`src/rtl/dcache_req_ctrl_pkg.sv`:
```
// Shared types for the memory-stage data-cache request controller.
package dcache_req_ctrl_pkg;

   typedef logic [31:0] word_t;

   // IDLE: nothing issued for the current EX/MEM entry; WAIT: issued, no dhit yet;
   // DONE: access complete, holding until the pipeline advances.
   typedef enum logic [1:0] {
      IDLE = 2'd0,
      WAIT = 2'd1,
      DONE = 2'd2
   } dreq_state_t;

endpackage

```
`src/rtl/dcache_req_ctrl_if.sv`:
```
// Datapath-to-data-cache handshake: request side driven by the controller, hit/data by the cache.
interface dcache_req_ctrl_if;
   import dcache_req_ctrl_pkg::*;

   logic  dmemREN;
   logic  dmemWEN;
   word_t dmemaddr;
   word_t dmemstore;
   logic  dhit;
   word_t dmemload;

   modport master (
      output dmemREN, dmemWEN, dmemaddr, dmemstore,
      input  dhit, dmemload
   );

   modport slave (
      input  dmemREN, dmemWEN, dmemaddr, dmemstore,
      output dhit, dmemload
   );

endinterface

```
`src/rtl/dcache_req_ctrl_sat_counter.sv`:
```
// Up-counter that sticks at all-ones instead of wrapping.
module sat_counter #(
   parameter int W = 32
) (
   input  logic         CLK,
   input  logic         nRST,
   input  logic         inc,
   output logic [W-1:0] count
);

   logic [W-1:0] count_q;
   logic [W-1:0] count_d;

   always_comb begin
      count_d = count_q;
      if (inc && (count_q != '1)) begin
         count_d = count_q + 1'b1;
      end
   end

   always_ff @(posedge CLK or negedge nRST) begin
      if (!nRST) begin
         count_q <= '0;
      end else begin
         count_q <= count_d;
      end
   end

   assign count = count_q;

endmodule

```
`src/rtl/dcache_req_ctrl.sv`:
```
// MEM-stage data-cache request controller: issues the EX/MEM access, stalls until dhit,
// holds load data until the pipeline advances, and tracks the sticky halt plus counters.
module dcache_req_ctrl
   import dcache_req_ctrl_pkg::*;
#(
   parameter int CNT_W = 32
) (
   input  logic                CLK,
   input  logic                nRST,
   input  logic                mem_dREN,
   input  logic                mem_dWEN,
   input  logic                mem_halt,
   input  word_t               mem_addr,
   input  word_t               mem_store,
   input  logic                advance,
   dcache_req_ctrl_if.master   dcif,
   output logic                mem_stall,
   output word_t               wb_dmemload,
   output logic                halt,
   output logic [CNT_W-1:0]    acc_cnt,
   output logic [CNT_W-1:0]    stall_cnt
);

   dreq_state_t state_q, state_d;
   word_t       load_q, load_d;
   logic        halt_q, halt_d;

   logic op;
   logic active;
   logic ren;
   logic wen;

   // Requests are also gated by nRST so the cache sees them drop the moment reset asserts.
   always_comb begin
      op     = (mem_dREN | mem_dWEN) & ~halt_q;
      active = op & (state_q != DONE) & nRST;
      wen    = active & mem_dWEN;
      ren    = active & mem_dREN & ~mem_dWEN;
   end

   assign dcif.dmemREN   = ren;
   assign dcif.dmemWEN   = wen;
   assign dcif.dmemaddr  = mem_addr;
   assign dcif.dmemstore = mem_store;

   assign mem_stall   = active & ~dcif.dhit;
   assign wb_dmemload = (state_q == DONE) ? load_q : dcif.dmemload;
   assign halt        = halt_q;

   always_comb begin
      state_d = state_q;
      load_d  = load_q;
      halt_d  = halt_q;

      unique case (state_q)
         IDLE: begin
            if (active && dcif.dhit) begin
               state_d = advance ? IDLE : DONE;
            end else if (active) begin
               state_d = WAIT;
            end
         end
         // advance during a stall is an upstream error; only dhit can leave WAIT.
         WAIT: begin
            if (dcif.dhit) begin
               state_d = advance ? IDLE : DONE;
            end
         end
         DONE: begin
            if (advance) begin
               state_d = IDLE;
            end
         end
         default: state_d = IDLE;
      endcase

      if (dcif.dhit && ren) begin
         load_d = dcif.dmemload;
      end

      if (mem_halt && advance && !op) begin
         halt_d = 1'b1;
      end
   end

   always_ff @(posedge CLK or negedge nRST) begin
      if (!nRST) begin
         state_q <= IDLE;
         load_q  <= '0;
         halt_q  <= 1'b0;
      end else begin
         state_q <= state_d;
         load_q  <= load_d;
         halt_q  <= halt_d;
      end
   end

   sat_counter #(.W(CNT_W)) u_acc_cnt (
      .CLK   (CLK),
      .nRST  (nRST),
      .inc   (dcif.dhit),
      .count (acc_cnt)
   );

   sat_counter #(.W(CNT_W)) u_stall_cnt (
      .CLK   (CLK),
      .nRST  (nRST),
      .inc   (mem_stall),
      .count (stall_cnt)
   );

endmodule

```
`src/flat_wrapper.sv`:
```
// flat-port wrapper written by rule: the top's interface ports become plain ports
module dcache_req_ctrl_flat import dcache_req_ctrl_pkg::*;
#(
   parameter int CNT_W = 32
)
  (CLK, nRST, mem_dREN, mem_dWEN, mem_halt, mem_addr, mem_store, advance, mem_stall, wb_dmemload, halt, acc_cnt, stall_cnt, dcif_dmemREN, dcif_dmemWEN, dcif_dmemaddr, dcif_dmemstore, dcif_dhit, dcif_dmemload);
  dcache_req_ctrl_if dcif_i ();
  input  logic CLK;
  input  logic nRST;
  input  logic mem_dREN;
  input  logic mem_dWEN;
  input  logic mem_halt;
  input  word_t mem_addr;
  input  word_t mem_store;
  input  logic advance;
  output logic mem_stall;
  output word_t wb_dmemload;
  output logic halt;
  output logic [CNT_W-1:0] acc_cnt;
  output logic [CNT_W-1:0] stall_cnt;
  output wire logic [$bits(dcif_i.dmemREN)-1:0] dcif_dmemREN;
  output wire logic [$bits(dcif_i.dmemWEN)-1:0] dcif_dmemWEN;
  output wire logic [$bits(dcif_i.dmemaddr)-1:0] dcif_dmemaddr;
  output wire logic [$bits(dcif_i.dmemstore)-1:0] dcif_dmemstore;
  input wire logic [$bits(dcif_i.dhit)-1:0] dcif_dhit;
  input wire logic [$bits(dcif_i.dmemload)-1:0] dcif_dmemload;
  assign dcif_dmemREN = dcif_i.dmemREN;
  assign dcif_dmemWEN = dcif_i.dmemWEN;
  assign dcif_dmemaddr = dcif_i.dmemaddr;
  assign dcif_dmemstore = dcif_i.dmemstore;
  assign dcif_i.dhit = dcif_dhit;
  assign dcif_i.dmemload = dcif_dmemload;
  dcache_req_ctrl #(.CNT_W(CNT_W)) u_core (.CLK(CLK), .nRST(nRST), .mem_dREN(mem_dREN), .mem_dWEN(mem_dWEN), .mem_halt(mem_halt), .mem_addr(mem_addr), .mem_store(mem_store), .advance(advance), .dcif(dcif_i), .mem_stall(mem_stall), .wb_dmemload(wb_dmemload), .halt(halt), .acc_cnt(acc_cnt), .stall_cnt(stall_cnt));
endmodule
```
`config.mk`:
```
export PLATFORM = sky130hd
export DESIGN_NAME = dcache_req_ctrl_flat
export DESIGN_NICKNAME = d
export VERILOG_FILES = /design/src/rtl/dcache_req_ctrl_pkg.sv /design/src/rtl/dcache_req_ctrl_if.sv /design/src/rtl/dcache_req_ctrl_sat_counter.sv /design/src/rtl/dcache_req_ctrl.sv /design/src/flat_wrapper.sv
export SDC_FILE = /design/constraint.sdc
export NUM_CORES = 1
export LEC_CHECK = 0
export CAP_MARGIN = 20
export CORE_MARGIN = 1.5
export CORE_UTILIZATION = 42
export CTS_BUF_LIST = sky130_fd_sc_hd__clkbuf_4 sky130_fd_sc_hd__clkbuf_8
export CTS_CLUSTER_SIZE = 14
export DETAILED_ROUTE_END_ITERATION = 6
export PLACE_DENSITY = 0.83
export RECOVER_POWER = 100
export SETUP_SLACK_MARGIN = 0.3
export SYNTH_ARGS = -nofsm -noshare
export SYNTH_HDL_FRONTEND = slang
export SYNTH_SLANG_ARGS = --single-unit
```
`constraint.sdc`:
```
create_clock -name CLK -period 2.8 [get_ports CLK]
set_clock_uncertainty 0.05 [all_clocks]
set_input_delay 0.84 -clock CLK [delete_from_list [all_inputs] [get_ports CLK]]
set_output_delay 0.84 -clock CLK [all_outputs]
set_load 0.005 [all_outputs]
```
After elaboration in Yosys (flattened, before gate mapping) --
Cells that the tools add are included.
Storage, ports and cells: flip-flop bits (word level) 99, input port bits 103, output and inout port bits 164, word-level logic and storage cells 42
Cells by class: add/sub/neg operators 2, equal/unequal tests 8, mux-type cells 7, bitwise logic cells 11, reduce and logical (&&, ||, !) cells 9
Operator list (number):
- $add 32x1->32 const B | 2
- $ne 32x32->1 const B | 2
- $mux 32 | 1
- $mux 2 | 5
- $and 1x1->1 | 7
- $logic_and 1x1->1 | 6
- $ne 2x2->1 const B | 3
- $pmux 2 s3 | 1
- $ne 3x1->1 const B | 1
- $not 1->1 | 3
- $reduce_and 3->1 | 1
- $eq 2x1->1 const B | 1
- $eq 2x2->1 const B | 1
- $logic_not 2->1 | 1
- $logic_not 1->1 | 1
- $or 1x1->1 | 1

Logic depth before layout (Yosys ltp) --
depth after elaboration 7, depth in mapped cells 7, depth with buffers taken out 6

By module --
Synthesis repeated with hierarchy kept, for this count alone.
Second synthesis, totals: cells, all modules 556, area total of the unflattened synthesis 5516.5 µm²
Modules (own cells, without submodules):
- sat_counter | instances 2, cells each 151, area an instance 1624.1 µm², seq. area each 800.8 µm²
- dcache_req_ctrl | instances 1, cells each 254, area an instance 2268.4 µm², seq. area each 875.8 µm²

Worst setup path after synthesis --
Ideal clock, no wire load.
path kind input to output, start point input mem_dWEN, end point output mem_stall, arrival 1.493 ns, required time 1.910 ns, path slack 0.417 ns, stages on the path 3, buffers on the path 0, cells stage by stage or2_2 > nand4b_1 > inv_1
On the way: longest elaborated chain between the ends 5
RTL lines:
- from (decl) | line flat_wrapper.sv:11 | input logic mem_dWEN;
- $or 1x1->1 | line dcache_req_ctrl.sv:35 | op = (mem_dREN | mem_dWEN) & ~halt_q;
- $and 1x1->1 | line dcache_req_ctrl.sv:35
- $and 1x1->1 (2 in series) | line dcache_req_ctrl.sv:36 | active = op & (state_q != DONE) & nRST;
- $and 1x1->1 | line dcache_req_ctrl.sv:46 | assign mem_stall = active & ~dcif.dhit;
- to (decl) | line flat_wrapper.sv:16 | output logic mem_stall;
No other way between the ends.

Worst setup path after layout --
start point register u_core.state_q[1], end point output wb_dmemload[13]
On the way: longest elaborated chain between the ends 2
RTL lines:
- from (decl) | line dcache_req_ctrl.sv:24 | dreq_state_t state_q, state_d;
- from (signal assigned) | line dcache_req_ctrl.sv:92 | state_q <= state_d;
- $eq 2x2->1 | line dcache_req_ctrl.sv:47 | assign wb_dmemload = (state_q == DONE) ? load_q : dcif.dmemload;
- $mux 32 | line dcache_req_ctrl.sv:47
- to (decl) | line flat_wrapper.sv:17 | output word_t wb_dmemload;
No other way between the ends.

==> metrics.md <==
| Metric | Value |
|---|---|
| Max Cap Violations | 0 |
| Initial antenna violation count | 0 |
| NetSw | ~950 uW |
| LEAKAGE | 0.003027 uW |
| Layout cells sized above 1 | 26.33% |
| Pwr per Cell Area | 481.1 nW/um^2 |
| Yosys top cell by area | dfrtp_1 |
| DR vias/cell | 5.406 |
| CP max stage cell | dfrtp_1 |
| FF-to-FF path depth | 8 |
| Netlist Area Pre-Place | 5334 sq um |
| Finished Core Util | between 50 and 60% |
| Die area | 13380 sq um |
| Syn Nets | 585 |
| Startpoint Class | flip-flop |
| TritonCTS Buffers | 9 |
| Vias | a little over 4000 |
| Smallest hold slack | 0.4593 ns |
| Area contributors post-synth | dfrtp_1 46%, mux2_2 14%, buf_4 9.0% |
| Main synth FF type | dfrtp_1 |
| Share of the synthesized area in the top cell type | between 40 and 50% |
| Fin area | 6977 sq um |
| DRC viols | 0 |
| HP Class | flip-flop to flip-flop |
| Post-Synth Adder-Cell Area | 0.4692% |
| Diode count | 0 |
| Port Buffers | 138 |
| First-pass GRT wire length | 22220 um |
| Post-synthesis mux area share | 14.12% |
| Largest net degree at the start of global routing | 53 |
| Max clock buf depth | 2 |
| CTS tree | done |
| CP Data Arrival Time | roughly 1.8 ns |
| Routed WL per cell | 19.03 um |
| Critical path class | flip-flop to output pin |
| Final min period | 2.719 ns |
| Cell mode on critical path | buf_6 |
| Total gr overflow | 0 |
| Worst Hold Depth | 1 |
| Simple-gate portion of the synthesized area | between 10% and 20% |
| Slew HR | 18.49% |
| Cells after synthesis | 480 |
| Net total in the final layout | 700 |
| DP HPWL | roughly 10000 um |
| Initial drt markers | about 190 |
| Worst setup EP type | output pin |
| Synth Area in XOR/XNOR | 9.688% |
| Total power | 3356 uW |
| Initial Util | 43.68% |
| Worst-path fanout max | 7 |
| Largest family of logic cells by synthesized area | simple AND/OR/NAND/NOR gates |
| Row cnt | 40 |
| Seq/Total Area, Yosys | 46.45% |
| Avg Inst Size Synth | between 10 and 15 sq um |
| Number of flops mapped to enable cells by yosys | 0 |
| Register bit count reported by yosys | just under 100 |
| Area delta synth->final | 30.80% |
| Synth Area in Compound Gates | around 1.7% |
| Status | complete, no violations |
| Async S/R FF share, synth | 100.0% |
| GP Congestion | 0.8955 |
| Placed inst area | 6593 sq um |
| Final Setup Violations | 0 |
| Routed wire length | 14620 um |
| Count leader, synth | dfrtp_1 |
| Max Freq | 367.8 MHz |
| Die W | 115.7 um |
| Clock Power Share | 25.4% |
| GRT Overall Usage | 21.83% |
| Synthesis Warnings | 0 |
| Top Ports | 267 |
| Peak VDD IR | 0.4462 mV |
| Fin crit share | 97.11% |
| Pre-CTS setup slack | -0.5190 ns |
| Combinational group share of total power | about a fifth |
| 1st-pass router iterations | 4 |
| Root Buffer | clkbuf_8 |
| CTS clk-pin slew, worst paths | 0.09 ns |
| Hold buffers post-CTS | 0 |
| Final Hold Viols | 0 |
| Slew @ Worst Pin | 1.223 ns |
| H-Tree Depth | 3 |
| Placeable Area | 12210 sq um |
| Synth top cells by count | 99 x dfrtp_1, 66 x mux2_2, 64 x buf_4 |
| Pins Over Slew Limit | 0 |
| Die height | roughly 120 um |
| RSZ-0062 raised after global routing | true |
| Int Pwr | 2403 uW |
| Sink Count | 99 |
| Flop pwr share | 54.1% |
| Post-route ant nets | 0 |
| Worst-skew pair later-pin latency | 0.38 ns |
| Switching Fraction | ~28% |
| Worst path cell trace | nor2b_4 -> buf_6 -> buf_12 -> buf_12 -> buf_6 -> mux2_4 -> buf_6 |
| Final WS setup | 0.08101 ns |
| Number of global-route vias before repair | 4133 |
| Max stage delay on crit path | 0.40 ns |
| Distinct cells, synth | 39 |
| Worst Path Required | 1.91 ns |
state kept, by name, summed over array words and instances (netlist names):
register	count
u_core.halt	1
u_core.load_q	32
u_core.state_q	2
u_core.u_acc_cnt.count	32
u_core.u_stall_cnt.count	32
metrics by stage:
| stage | TNS [ns] | cells |
|---|---|---|
| 3_3_place_gp | -4.820 | 735 |
| 3_5_place_dp | -5.783 | 735 |
| 6_report | 0 | 768 |
| 2_1_floorplan | 0 | 480 |
| 4_1_cts | 0 | 765 |
| 5_1_grt | 0 | 768 |
layer usage:
metal	share of wire (%)	wire length (um)	track usage, %
met1	39	5753	25.84
met2	49	7174	36.41
met3	6.5	956	5.649
met4	5.0	732	11.95
met5	0	0	0
power by group through the flow:
stage / clock network, uW / registers (uW) / logic [uW]
6_report: 854 / 1810 / 688
5_1_grt: 942 / 1840 / 750
4_1_cts: 871 / 1810 / 708
3_5_place_dp: 0 / 1830 / 661
3_3_place_gp: 0 / 1810 / 645
2_1_floorplan: 0 / 1790 / 347
repair_timing:
action / CTS / global route
gates resized for setup: 211 / 22
cloned: 2 / 0
setup buffers: 12 / 3
endpoints found under the setup margin: 45 / 34
pin swaps: 2 / 0
kinds of logic after synthesis:
kind of cell / Yosys count
AND/OR/NAND/NOR: 161
flip-flops: 99
buffers and inverters: 79
multiplexers: 67
XOR/XNOR: 59
AO/OA/AOI/OAI: 13
adder cells (fa/ha/maj): 2
path summary, 6_finish.rpt:
check                      slack [ns]                           end               from
max                              0.08               wb_dmemload[13]  u_core.state_q[1]
min                              0.46             u_core.load_q[28]  u_core.load_q[28]
max reg2reg                      0.26             u_core.load_q[24]  u_core.state_q[1]
min reg2reg                      0.46             u_core.load_q[28]  u_core.load_q[28]
max in group asynchronous        0.47  u_core.u_stall_cnt.count[16]               nRST
min in group asynchronous        0.77              u_core.load_q[3]               nRST
final cells by class:
type / instances / area, sq um
Inverter: 7 / 26.28
Multi-Input combinational cell: 302 / 2415
Tap cell: 168 / 210.2
Clock buffer: 10 / 131.4
Timing Repair Buffer: 176 / 1675
Sequential cell: 99 / 2477
Clock inverter: 6 / 41.29
Fill cell: 1083 / 5235
placed cells by master, fill, tap and decap left out, types with 2 or more instances in the layout:
master	n
clkinv_2	3
or4_4	2
nand3_1	28
clkbuf_4	3
buf_4	20
buf_2	5
o21bai_1	2
buf_6	28
and2_1	3
xnor2_1	41
nand2_1	23
nand4b_1	3
clkinv_4	2
buf_12	3
nor2_1	22
mux2_2	39
nor4_1	7
inv_1	5
nor4b_1	3
xor2_1	18
a21oi_1	5
and4_1	4
inv_2	2
clkbuf_1	10
a31oi_1	2
dlygate4sd2_1	5
mux2_4	26
nand4_1	32
clkbuf_2	5
clkbuf_8	9
dfrtp_1	99
and3_1	14
clkdlybuf4s50_1	95
ha_1	2
or4_1	3
nor3_1	8
critical path, delay by kind of cell, from the launching register on:
kind / cells / cell delay (ns)
and+or+nand+nor: 1 / 0.14
buffers and inverters: 5 / 0.59
DFF: 1 / 0.40
muxes: 1 / 0.32
(Power assumes the default switching activity.)
